`src/rtl/draw_pkg.sv`:
```
// Shared definitions for the note-lane frame sequencer.
//   RED / BLACK : 3-bit VGA colour codes
//   state_t     : sequencer states IDLE -> DRAW -> SHIFT -> IDLE
//   X_W / Y_W   : VGA adapter coordinate widths
//   cnt_w()     : counter width for a given range, never below 1 bit
package draw_pkg;

  localparam int X_W = 8;
  localparam int Y_W = 7;

  localparam logic [2:0] RED   = 3'b100;
  localparam logic [2:0] BLACK = 3'b000;

  typedef enum logic [1:0] {
    IDLE  = 2'd0,
    DRAW  = 2'd1,
    SHIFT = 2'd2
  } state_t;

  function automatic int cnt_w(input int range);
    return (range > 1) ? $clog2(range) : 1;
  endfunction

endpackage

```
`src/rtl/note_draw_scheduler_if.sv`:
```
// Signal bundle between the note-lane sequencer, its control sources
// (rate divider, note shifter) and the VGA adapter.
//   master : the sequencer (takes enable/frame_tick/notes, drives pixel port)
//   slave  : the surrounding system
// Optional macro FRAME_OVERRUN_EN adds overrun_count[7:0].
interface note_draw_scheduler_if #(
  parameter int NUM_NOTES = 10
);
  import draw_pkg::*;

  logic                 enable;
  logic                 frame_tick;
  logic [NUM_NOTES-1:0] notes;
  logic [X_W-1:0]       x;
  logic [Y_W-1:0]       y;
  logic [2:0]           colour;
  logic                 plot;
  logic                 shift;
  logic                 busy;
  logic                 frame_done;
`ifdef FRAME_OVERRUN_EN
  logic [7:0]           overrun_count;
`endif

  modport master (
    input  enable, frame_tick, notes,
    output x, y, colour, plot, shift, busy, frame_done
`ifdef FRAME_OVERRUN_EN
    , output overrun_count
`endif
  );

  modport slave (
    output enable, frame_tick, notes,
    input  x, y, colour, plot, shift, busy, frame_done
`ifdef FRAME_OVERRUN_EN
    , input overrun_count
`endif
  );

endinterface

```
`src/rtl/square_raster.sv`:
```
// Column/row walker for one SQUARE_SIZE x SQUARE_SIZE square.
//   clock, reset (async, active-high), step : advance one pixel
//   col, row : current pixel within the square (col runs fastest)
//   last     : current pixel is the bottom-right one
// The counters wrap to 0 after the last pixel, so they are already at the
// origin whenever the next square (or next frame) begins.
module square_raster
  import draw_pkg::*;
#(
  parameter  int SQUARE_SIZE = 4,
  localparam int CW          = cnt_w(SQUARE_SIZE)
) (
  input  logic          clock,
  input  logic          reset,
  input  logic          step,
  output logic [CW-1:0] col,
  output logic [CW-1:0] row,
  output logic          last
);

  localparam logic [CW-1:0] EDGE = CW'(SQUARE_SIZE - 1);

  assign last = (col == EDGE) && (row == EDGE);

  always_ff @(posedge clock or posedge reset) begin
    if (reset) begin
      col <= '0;
      row <= '0;
    end else if (step) begin
      if (col == EDGE) begin
        col <= '0;
        row <= (row == EDGE) ? '0 : row + 1'b1;
      end else begin
        col <= col + 1'b1;
      end
    end
  end

endmodule

```
`src/rtl/note_draw_scheduler.sv`:
```
// Frame sequencer for the note-lane display.
// On an accepted frame tick it snapshots the notes, plots one square per slot
// (RED where a note is present, BLACK otherwise) one pixel per cycle, then
// pulses shift/frame_done for a cycle to advance the note shifter.
// Ports:
//   clock, reset (async, active-high)
//   bus (note_draw_scheduler_if.master):
//     enable, frame_tick, notes           -> in
//     x, y, colour, plot                  -> VGA adapter pixel port
//     shift, busy, frame_done             -> status / shifter control
// Optional macro FRAME_OVERRUN_EN: counts (saturating at 255) frame ticks that
// arrive while a frame is in progress, on bus.overrun_count.
module note_draw_scheduler
  import draw_pkg::*;
#(
  parameter int NUM_NOTES   = 10,
  parameter int SQUARE_SIZE = 4,
  parameter int X_ORIGIN    = 0,
  parameter int X_PITCH     = 5,
  parameter int Y_ROW       = 60
) (
  input logic                 clock,
  input logic                 reset,
  note_draw_scheduler_if.master bus
);

  localparam int SW = cnt_w(NUM_NOTES);
  localparam int CW = cnt_w(SQUARE_SIZE);
  localparam logic [SW-1:0] LAST_SLOT = SW'(NUM_NOTES - 1);

  state_t               state, state_nxt;
  logic [SW-1:0]        slot;
  logic [NUM_NOTES-1:0] snap;
  logic [CW-1:0]        col, row;
  logic                 last;

  logic drawing, start, slot_done, frame_end;

  assign drawing   = (state == DRAW);
  assign start     = (state == IDLE) && bus.frame_tick && bus.enable;
  assign slot_done = drawing && last;
  assign frame_end = slot_done && (slot == LAST_SLOT);

  square_raster #(.SQUARE_SIZE(SQUARE_SIZE)) u_raster (
    .clock (clock),
    .reset (reset),
    .step  (drawing),
    .col   (col),
    .row   (row),
    .last  (last)
  );

  always_ff @(posedge clock or posedge reset) begin
    if (reset) state <= IDLE;
    else       state <= state_nxt;
  end

  always_comb begin
    state_nxt = state;
    case (state)
      IDLE:    if (start)     state_nxt = DRAW;
      DRAW:    if (frame_end) state_nxt = SHIFT;
      SHIFT:                  state_nxt = IDLE;
      default:                state_nxt = IDLE;
    endcase
  end

  // Colours come only from the snapshot, so notes may change freely mid-frame.
  always_ff @(posedge clock or posedge reset) begin
    if (reset) begin
      snap <= '0;
      slot <= '0;
    end else if (start) begin
      snap <= bus.notes;
      slot <= '0;
    end else if (slot_done) begin
      slot <= (slot == LAST_SLOT) ? '0 : slot + 1'b1;
    end
  end

  // Pixel port decodes only from registered state and counters.
  logic [X_W-1:0] x_pix;
  logic [Y_W-1:0] y_pix;
  logic [2:0]     colour_pix;

  always_comb begin
    x_pix      = '0;
    y_pix      = '0;
    colour_pix = BLACK;
    if (drawing) begin
      x_pix      = X_W'(X_ORIGIN) + X_W'(slot) * X_W'(X_PITCH) + X_W'(col);
      y_pix      = Y_W'(Y_ROW) + Y_W'(row);
      colour_pix = snap[slot] ? RED : BLACK;
    end
  end

  assign bus.x          = x_pix;
  assign bus.y          = y_pix;
  assign bus.colour     = colour_pix;
  assign bus.plot       = drawing;
  assign bus.shift      = (state == SHIFT);
  assign bus.frame_done = (state == SHIFT);
  assign bus.busy       = (state != IDLE);

`ifdef FRAME_OVERRUN_EN
  logic [7:0] overrun_q;

  always_ff @(posedge clock or posedge reset) begin
    if (reset)
      overrun_q <= '0;
    else if (bus.frame_tick && (state != IDLE) && (overrun_q != 8'hFF))
      overrun_q <= overrun_q + 8'd1;
  end

  assign bus.overrun_count = overrun_q;
`else
  // Ticks arriving mid-frame are simply dropped.
`endif

endmodule

```
`src/flat_wrapper.sv`:
```
// flat-port wrapper written by rule: the top's interface ports become plain ports
module note_draw_scheduler_flat import draw_pkg::*;
#(
  parameter int NUM_NOTES   = 10,
  parameter int SQUARE_SIZE = 4,
  parameter int X_ORIGIN    = 0,
  parameter int X_PITCH     = 5,
  parameter int Y_ROW       = 60
)
  (clock, reset, bus_enable, bus_frame_tick, bus_notes, bus_x, bus_y, bus_colour, bus_plot, bus_shift, bus_busy, bus_frame_done);
  note_draw_scheduler_if #(.NUM_NOTES(NUM_NOTES)) bus_i ();
  input logic clock;
  input logic reset;
  input wire logic [$bits(bus_i.enable)-1:0] bus_enable;
  input wire logic [$bits(bus_i.frame_tick)-1:0] bus_frame_tick;
  input wire logic [$bits(bus_i.notes)-1:0] bus_notes;
  output wire logic [$bits(bus_i.x)-1:0] bus_x;
  output wire logic [$bits(bus_i.y)-1:0] bus_y;
  output wire logic [$bits(bus_i.colour)-1:0] bus_colour;
  output wire logic [$bits(bus_i.plot)-1:0] bus_plot;
  output wire logic [$bits(bus_i.shift)-1:0] bus_shift;
  output wire logic [$bits(bus_i.busy)-1:0] bus_busy;
  output wire logic [$bits(bus_i.frame_done)-1:0] bus_frame_done;
  assign bus_i.enable = bus_enable;
  assign bus_i.frame_tick = bus_frame_tick;
  assign bus_i.notes = bus_notes;
  assign bus_x = bus_i.x;
  assign bus_y = bus_i.y;
  assign bus_colour = bus_i.colour;
  assign bus_plot = bus_i.plot;
  assign bus_shift = bus_i.shift;
  assign bus_busy = bus_i.busy;
  assign bus_frame_done = bus_i.frame_done;
  note_draw_scheduler #(.NUM_NOTES(NUM_NOTES), .SQUARE_SIZE(SQUARE_SIZE), .X_ORIGIN(X_ORIGIN), .X_PITCH(X_PITCH), .Y_ROW(Y_ROW)) u_core (.clock(clock), .reset(reset), .bus(bus_i));
endmodule
```
`config.mk`:
```
export PLATFORM = sky130hd
export DESIGN_NAME = note_draw_scheduler_flat
export DESIGN_NICKNAME = d
export VERILOG_FILES = /design/src/rtl/draw_pkg.sv /design/src/rtl/note_draw_scheduler_if.sv /design/src/rtl/square_raster.sv /design/src/rtl/note_draw_scheduler.sv /design/src/flat_wrapper.sv
export SDC_FILE = /design/constraint.sdc
export NUM_CORES = 1
export LEC_CHECK = 0
export BUFFER_PORTS_ARGS = -buffer_cell sky130_fd_sc_hd__buf_4
export CORE_MARGIN = 2
export CORE_UTILIZATION = 30
export DETAILED_ROUTE_END_ITERATION = 7
export PLACE_DENSITY = 0.52
export SLEW_MARGIN = 40
export SYNTH_ARGS = -nofsm -noshare
export SYNTH_HDL_FRONTEND = slang
export SYNTH_SLANG_ARGS = --single-unit
```
`constraint.sdc`:
```
create_clock -name clock -period 4.7 [get_ports clock]
set_input_delay 0.94 -clock clock [delete_from_list [all_inputs] [get_ports clock]]
set_output_delay 0.94 -clock clock [all_outputs]
set_load 0.05 [all_outputs]
```
==> results of run 1 <==
logic make-up after synthesis:
group,share of synthesized area
compound gates,0.07945
xor+xnor,0.01279
fa+ha+maj,0.1425
buf+inv,0.09497
flops,0.3653
mux,0.1516
other cells,0.002737
simple gates,0.1507
cell type report:
class                           count  area (um2)
Sequential cell                    20       500.5
Tap cell                           52       65.06
Inverter                            6       22.52
Fill cell                         451        2758
Multi-Input combinational cell     88       750.7
Timing Repair Buffer               31       232.7
Clock buffer                        4       55.05
through the flow:
stage | setup WS, ns | util | total power [uW]
after floorplan | 1.210 | - | 197.6
after global routing | 1.269 | 0.3710 | 345.8
after global placement | 1.730 | 0.3584 | 202.6
after CTS | 1.401 | 0.3710 | 332.9
final | 1.408 | 0.3710 | 327.2
after detailed placement | 1.691 | 0.3584 | 203.4
sequential cells by signal, summed over array words and instances, names as in the netlist:
| signal | flops |
|---|---|
| u_core.snap | 10 |
| u_core.slot | 4 |
| u_core.state | 2 |
| u_core.u_raster.col | 2 |
| u_core.u_raster.row | 2 |
per-layer routing:
metal | share of wire | vias up | track usage
met1 | 0.43 | 451 | 0.1363
met3 | 0.059 | 4 | 0.02250
met5 | 0 | - | 0
li1 | - | 471 | -
met4 | 0.015 | 0 | 0.03983
met2 | 0.50 | 28 | 0.1821
where the power goes:
group / switching (uW) / total [uW] / internal [uW] / leakage, uW
Sequential: 0 / 172 / 172 / 0.000281
Clock: 53.2 / 128 / 74.4 / 0.0000288
Combinational: 15.3 / 27.2 / 11.9 / 0.000595
how the worst min path moves through the flow:
stage                              start        endpoint  slack [ns]  cells past startpoint
final                     u_core.snap[6]  u_core.snap[6]        0.48                      1
after global routing      u_core.snap[5]  u_core.snap[5]        0.50                      1
after CTS                 u_core.snap[6]  u_core.snap[6]        0.49                      1
after detailed placement  u_core.snap[6]  u_core.snap[6]        0.47                      1
after global placement    u_core.snap[6]  u_core.snap[6]        0.47                      1
after floorplan           u_core.snap[6]  u_core.snap[6]        0.45                      1
synth_stat cells, types with 2 or more instances:
cell type | number | area, um2
dfrtp_1 | 20 | 500.5
ha_1 | 14 | 175.2
buf_4 | 10 | 75.07
nand2_1 | 8 | 30.03
mux2_1 | 7 | 78.83
and2_1 | 6 | 37.54
a21oi_1 | 5 | 25.02
mux2_4 | 5 | 75.07
nor2_1 | 5 | 18.77
inv_1 | 4 | 15.01
or3_1 | 3 | 18.77
a21o_1 | 2 | 15.01
a31oi_1 | 2 | 12.51
and3_1 | 2 | 12.51
buf_2 | 2 | 10.01
buf_6 | 2 | 22.52
inv_2 | 2 | 7.510
mux2i_1 | 2 | 20.02
o21ai_0 | 2 | 10.01
==> flow_metrics.tcl, run 1 <==
set metrics [dict create \
    setup_viol 0 \
    cts_max_level 1 \
    cts_resized 0 \
    gp_congestion 0.7351 \
    grt-ovfl-total 0 \
    crit_end "bus_x[4]" \
    crit_path_start_kind "flip-flop" \
    postCtsSetupBuffers 0 \
    fmax_ghz 0.3037 \
    cts_made_buffers 3 \
    ys_seq_area_frac 0.3653 \
    setup_tns_ns 0 \
    diodes 0 \
    critPathBufInv 1 \
    synth_warnings 0 \
    dp_hpwl_mm 2.012 \
    fp.dieH_um 71.58 \
    dieArea_mm2 0.005124 \
    antenna_found_initial 0 \
    grt_start_max_net_pins 21 \
    slowest_delay_ns 0.47 \
    syn_area_per_cell_um2 10.96 \
    row_count 24 \
    cts_max_path_buffers 2 \
    grtUsageTotal 0.1080 \
    vias_per_cell 4.746 \
    nets 179 \
    grt_pass1_wl_mm 4.402 \
    crit_family "adder cells" \
    ctsHoldBuffers 0 \
    crit_top_cell "ha_1" \
    synth_edf_count 0 \
    cts_tree "yes" \
    crit-reg2reg-launch "u_core.slot[0]" \
    reg2reg_to "u_core.slot[2]" \
    synth_area_mm2 0.001370 \
    dpl.cell_count 197 \
    root_buffer "clkbuf_8" \
    worstPathArrival_ns 2.35 \
    stdcell_count 201 \
    clkTransAtPathRegs_ns 0.07 \
    crit_start "u_core.slot[1]" \
    clk_latency_ns 0.25 \
    timing.final.crit_period_ns 3.292 \
    drv_slew 0 \
    area_growth_syn_to_layout_pct 18.72 \
    wl_per_cell_um 12.67 \
    status "finished clean" \
    ys_ff_latch 20 \
    power_leakage_uw 0.0009045 \
    vdd_drop_max_mv 0.1066 \
    synth_flop_cell "dfrtp_1" \
    core_area_mm2 0.004384 \
    hp-class "flip-flop to flip-flop" \
    maxCapViolations 0 \
    final_common_cell "buf_4" \
    io_pins 36 \
    wirelength_mm 2.546 \
    syn-instance-count 125 \
    cp-end-kind "output pin" \
    drtAntennaViolNets 0 \
    drtIter0Drc 26 \
    path_max_fanout 7 \
    ys_types 41 \
    cts.sinks 20 \
    fin_crit_sh 0.7005 \
    power_density_mw_per_mm2 201.2 \
    grt_pass1_vias 1003 \
    path_cells "ha_1 > ha_1 > ha_1 > or3_1 > a21oi_1 > buf_4" \
    drcViolationCount 0 \
    start_util 0.3125 \
    final_area_mm2 0.001627 \
    vias 954 \
    crit_slowest_cell "dfrtp_1" \
    placed_area_mm2 0.001572 \
    whs_ns 0.4802 \
    synthArstFlopShare 1.000 \
    r2r_setup_slack_ns 3.09 \
    reg2regPathDepth 4 \
    drive_gt1_frac 0.3356 \
    fin_skew_ns 0.004710 \
    worstPathRequired_ns 3.76 \
    dr.pass1.iters 4 \
    rsz0062_at_grt "false" \
    die_w_um 71.58 \
    portBuffers 31 \
    cp_num_cells 6 \
    critical_path_class "flip-flop to output pin" \
    hold_viol 0 \
    layout_common_cells "buf_4 (31), dfrtp_1 (20), ha_1 (14)" \
]
No activity file was read; power rests on OpenSTA's default activity.
==> run 2, diff against run 1 <==
ABC_AREA = 1   (was default)
PLACE_DENSITY = 0.54   (was 0.52)
clock period = 2.7 ns   (was 4.7 ns; I/O delays follow)
==> flow_metrics.tcl, run 2 <==
set metrics [dict create \
    timing.final.crit_period_ns 2.681 \
    top_regs "u_core.snap (10), u_core.slot (4)" \
    drtIter0Drc 54 \
    antenna_found_initial 0 \
    wirelength_mm 2.846 \
    synth_warnings 0 \
    seqPwrFrac 0.264 \
    maxCapViolations 0 \
    dieArea_mm2 0.005159 \
    drive_gt1_frac 0.3384 \
    root_buffer "clkbuf_8" \
    vias 1123 \
    synth_area_mm2 0.001380 \
    final_area_mm2 0.001782 \
    core_area_mm2 0.004384 \
    fin_skew_ns 0.004183 \
    cts_max_path_buffers 2 \
    worstPathArrival_ns 2.14 \
    gp_congestion 0.7962 \
    grt_start_max_net_pins 26 \
    crit_path_start_kind "flip-flop" \
    grt_pass1_vias 1042 \
    grtUsageTotal 0.1151 \
    power.share.switching 0.4802 \
    status "finished clean" \
    synth.most_common_cell "inv_1" \
    cts_tree "yes" \
    layout_common_cells "buf_4 (37), inv_1 (22), dfrtp_1 (20)" \
    cts.sinks 20 \
    ys_seq_area_frac 0.3626 \
    synth_flop_cell "dfrtp_1" \
    area_growth_syn_to_layout_pct 29.10 \
    portBuffers 31 \
    cts_max_level 1 \
    io_pins 36 \
    vias_per_cell 4.492 \
    crit_slowest_cell "fa_2" \
    whs_ns 0.2718 \
    drtAntennaViolNets 0 \
    grt-ovfl-total 0 \
    vdd_drop_max_mv 0.4606 \
    synth_xor_xnor_area_share 0 \
    clkTransAtPathRegs_ns 0.08 \
    rsz0062_at_grt "true" \
    final_common_cell "buf_4" \
    power_frac_comb 0.592 \
    ys_types 26 \
    synth_top_family_by_area "simple AND/OR/NAND/NOR gates" \
    power_leakage_uw 0.0009013 \
    synth_top_area_frac 0.3626 \
    fp.dieH_um 71.83 \
    setup_tns_ns 0 \
    syn-instance-count 165 \
    ctsHoldBuffers 0 \
    synthTopCellsByArea "dfrtp_1 (36%), ha_1 (13%), inv_1 (6.3%)" \
    path_cells "ha_1 > ha_2 > fa_2 > a31o_4 > o21ai_2 > a21oi_2 > buf_6" \
    start_util 0.3148 \
    drv_slew 0 \
    diodes 0 \
    drcViolationCount 0 \
    synthArstFlopShare 1.000 \
    slowest_delay_ns 0.41 \
    power_density_mw_per_mm2 917.0 \
    worstPathRequired_ns 2.16 \
    stdcell_count 250 \
    fmax_ghz 0.3730 \
    synthAdderAreaFrac 0.1414 \
    ys_ff_latch 20 \
    wl_per_cell_um 11.38 \
    largest_reg_flops 10 \
    setup_viol 0 \
    cts_made_buffers 3 \
    clk_latency_ns 0.26 \
    yosys.area_share.simple 0.2167 \
    post-synth-top-area-cell "dfrtp_1" \
    dr.pass1.iters 4 \
    grt_pass1_wl_mm 4.685 \
    synth_compound_area_frac 0.1188 \
    row_count 24 \
    power_frac_clock 0.144 \
    ys_top_cells_by_count "inv_1 (23), dfrtp_1 (20), nor2_1 (19)" \
    cp-end-kind "output pin" \
    syn_area_per_cell_um2 8.364 \
    synth_mux_area_frac 0.01088 \
    dpl.cell_count 242 \
    dp_hpwl_mm 2.000 \
    fin_crit_sh 0.9928 \
    nets 228 \
    regMostFlops "u_core.snap" \
    placed_area_mm2 0.001618 \
    p_int_uw 849.3 \
    critical_path_class "flip-flop to output pin" \
    synth_edf_count 0 \
    hp-class "primary input to async pin" \
    p_switching_uw 784.6 \
    die_w_um 71.83 \
    path_max_fanout 2 \
    hold_viol 0 \
]
-- run 2: changes by cell type after synthesis, sizes merged, moves of 2 or more --
| cell | before | now |
|---|---|---|
| a21o | 2 | 0 |
| a21oi | 6 | 16 |
| a31oi | 2 | 0 |
| and2 | 6 | 0 |
| and3 | 3 | 0 |
| inv | 6 | 25 |
| mux2 | 13 | 1 |
| mux2i | 2 | 0 |
| nand2 | 8 | 21 |
| nand3 | 0 | 14 |
| nand4 | 1 | 3 |
| nor2 | 5 | 21 |
| o21ai | 3 | 12 |
| or3 | 3 | 0 |
-- run 2: worst max-delay path: cells and delay by family (launching register included) --
| family | cells | cell delay [ns] |
|---|---|---|
| compound gates | 3 | 0.41 |
| buf+inv | 1 | 0.15 |
| flops | 1 | 0.39 |
| fa+ha+maj | 3 | 0.93 |
-- run 2: final timing paths --
path	start	to	slack, ns	cells past startpoint
min in group clock	bus_notes[9]	u_core.snap[9]	0.51	2
worst min-delay path	reset	u_core.snap[9]	0.27	2
worst min register to register	u_core.snap[6]	u_core.snap[6]	0.51	2
worst max register to register	u_core.u_raster.col[1]	u_core.slot[3]	1.23	9
worst max-delay path	u_core.slot[1]	bus_x[5]	0.02	7
max in group asynchronous	reset	u_core.snap[6]	2.13	2
-- run 2: final cells by class --
cell class,count,area [um2]
Fill cell,461,2603
Multi-Input combinational cell,110,767.0
Sequential cell,20,500.5
Timing Repair Buffer,39,300.3
Inverter,25,93.84
Tap cell,52,65.06
Clock buffer,4,55.05
-- run 2: power groups by stage --
| stage | Combinational (uW) | Sequential [uW] | Clock [uW] |
|---|---|---|---|
| after global placement | 908 | 439 | 0 |
| after floorplan | 703 | 434 | 0 |
| final | 967 | 432 | 235 |
| after detailed placement | 915 | 439 | 0 |
| after global routing | 1070 | 442 | 251 |
| after CTS | 934 | 432 | 238 |
-- run 2: cells by family after synthesis --
kind of cell	Yosys count
AND/OR/NAND/NOR	60
buffers and inverters	38
AO/OA/AOI/OAI	30
flip-flops	20
adder cells (fa/ha/maj)	15
multiplexers	1
other	1
-- run 2: layer usage --
metal / up-vias / GRT usage / routed length, um
li1: 589 / - / -
met1: 516 / 0.1609 / 1403
met2: 16 / 0.1759 / 1331
met3: 2 / 0.02672 / 95
met4: 0 / 0.03774 / 16
met5: - / 0 / 0
-- run 2: repair_timing --
action,CTS,global route
setup endpoints to repair,2,3
setup buffers,1,3
gates resized for setup,8,7
pin swaps,0,3
-- run 2: metrics by stage --
stage | util | worst slack [ns] | power (uW)
2_1_floorplan | - | 0.03332 | 1137
3_5_place_dp | 0.3690 | 0.1520 | 1355
6_report | 0.4064 | 0.01934 | 1634
3_3_place_gp | 0.3690 | 0.1837 | 1347
5_1_grt | 0.4064 | -0.03625 | 1758
4_1_cts | 0.3898 | 0.002989 | 1603
==> run 3, diff against run 2 <==
CORE_UTILIZATION = 40   (was 30)
PLACE_DENSITY = 0.68   (was 0.54)
==> flow_metrics.tcl, run 3 (synthesis results as in run 2) <==
set metrics [dict create \
    post-place-ws_ns 0.1693 \
    cts_max_level 1 \
    portBuffers 31 \
    met3_usage 0.03063 \
    core_area_mm2 0.003337 \
    maxCapViolations 0 \
    drtAntennaViolNets 0 \
    grtUsageTotal 0.1432 \
    p_total_uw 1563 \
    fp.dieH_um 62.74 \
    row_count 21 \
    hp-class "primary input to async pin" \
    grt-ovfl-total 0 \
    drv_slew 0 \
    diodes 0 \
    io_pins 36 \
    cts_tree "yes" \
    vdd_drop_max_mv 0.4177 \
    dr.pass1.iters 4 \
    dieArea_mm2 0.003936 \
    cts_made_buffers 3 \
    regMostFlops "u_core.snap" \
    die_w_um 62.74 \
    grt_start_max_net_pins 26 \
    cts.sinks 20 \
    power_leakage_uw 0.0008775 \
    gp_congestion 0.8298 \
    root_buffer "clkbuf_4" \
    final_area_mm2 0.001777 \
    grt_pass1_wl_mm 4.602 \
    hold_viol 0 \
    start_util 0.4136 \
    setup_viol 0 \
    gr-usage-met2 0.2258 \
    cp-end-kind "output pin" \
    clk_latency_ns 0.30 \
    nets 227 \
    status "finished clean" \
    rsz0062_at_grt "true" \
    stdcell_count 242 \
    dpl.cell_count 236 \
    worstPathArrival_ns 2.11 \
    vias_per_cell 4.562 \
    wl_per_cell_um 10.59 \
    dp_hpwl_mm 1.828 \
    final_common_cell "buf_4" \
    met1_usage 0.1947 \
    crit_path_start_kind "flip-flop" \
    placed_area_mm2 0.001610 \
    cts_max_path_buffers 2 \
    antenna_found_initial 0 \
    largest_reg_flops 10 \
    setup_slack_ns 0.05399 \
    grt_pass1_vias 1044 \
    critical_path_class "flip-flop to output pin" \
    top_regs "u_core.snap (10), u_core.slot (4)" \
    busiest_layer "met2" \
    area_growth_syn_to_layout_pct 28.74 \
    drive_gt1_frac 0.3571 \
    fin_crit_sh 0.9800 \
    clkTransAtPathRegs_ns 0.10 \
    fmax_ghz 0.3779 \
    drcViolationCount 0 \
    power_density_mw_per_mm2 880.0 \
    wirelength_mm 2.562 \
    vias 1104 \
    path_max_fanout 3 \
    worstPathRequired_ns 2.16 \
    timing.final.crit_period_ns 2.646 \
    whs_ns 0.2236 \
    fin_skew_ns 0.001154 \
    n_fill_cell 325 \
    drtIter0Drc 35 \
    layout_common_cells "buf_4 (35), inv_1 (21), nor2_1 (19), dfrtp_1 (19), nand2_1 (18)" \
]
-- run 3: where the power goes --
part	internal, uW	switching, uW
clock	52.1	85.8
sequential	386	56.7
combinational	354	629
total	792	771
-- run 3: path summary, 6_finish.rpt --
path	cells past startpoint	startpoint	end	slack [ns]
worst max-delay path	9	u_core.slot[1]	bus_x[6]	0.05
max in group asynchronous	2	reset	u_core.slot[0]	2.17
worst min-delay path	2	reset	u_core.snap[1]	0.22
worst min register to register	2	u_core.snap[6]	u_core.snap[6]	0.52
worst max register to register	8	u_core.slot[1]	u_core.slot[3]	1.11
min in group clock	2	bus_notes[9]	u_core.snap[9]	0.46
-- run 3: worst max-delay path, cell delays in order (launching register included) --
cell	delay (ns)
dfrtp_1	0.44
buf_6	0.14
ha_4	0.21
ha_4	0.16
ha_4	0.28
inv_2	0.04
a21oi_2	0.11
o21ai_1	0.09
a21oi_2	0.16
buf_6	0.18
-- run 3: repair_timing --
action                     CTS  global route
hold buffers                 0             0
resized for setup           14             7
buffers inserted             1             2
pin swaps                    3             7
setup endpoints to repair    2             2
-- run 3: cell type report --
cell class	instances	area, um2	area share
sequential	20	501.7	0.2824
inverter	25	93.84	0.05282
multi-input combinational	110	804.5	0.4528
clock buffer	3	22.52	0.01268
tap	46	57.56	0.03239
timing repair buffer	38	296.5	0.1669
-- run 3: stage by stage --
step / utilization / TNS, ns
2_1_floorplan: - / 0
3_3_place_gp: 0.4826 / 0
3_5_place_dp: 0.4826 / 0
4_1_cts: 0.5137 / 0
5_1_grt: 0.5324 / -0.05740
6_report: 0.5324 / 0
-- run 3: per-layer routing --
layer,share of wire,up-vias
li1,-,587
met2,0.48,18
met1,0.48,496
met4,0.0082,0
met5,0,-
met3,0.033,3
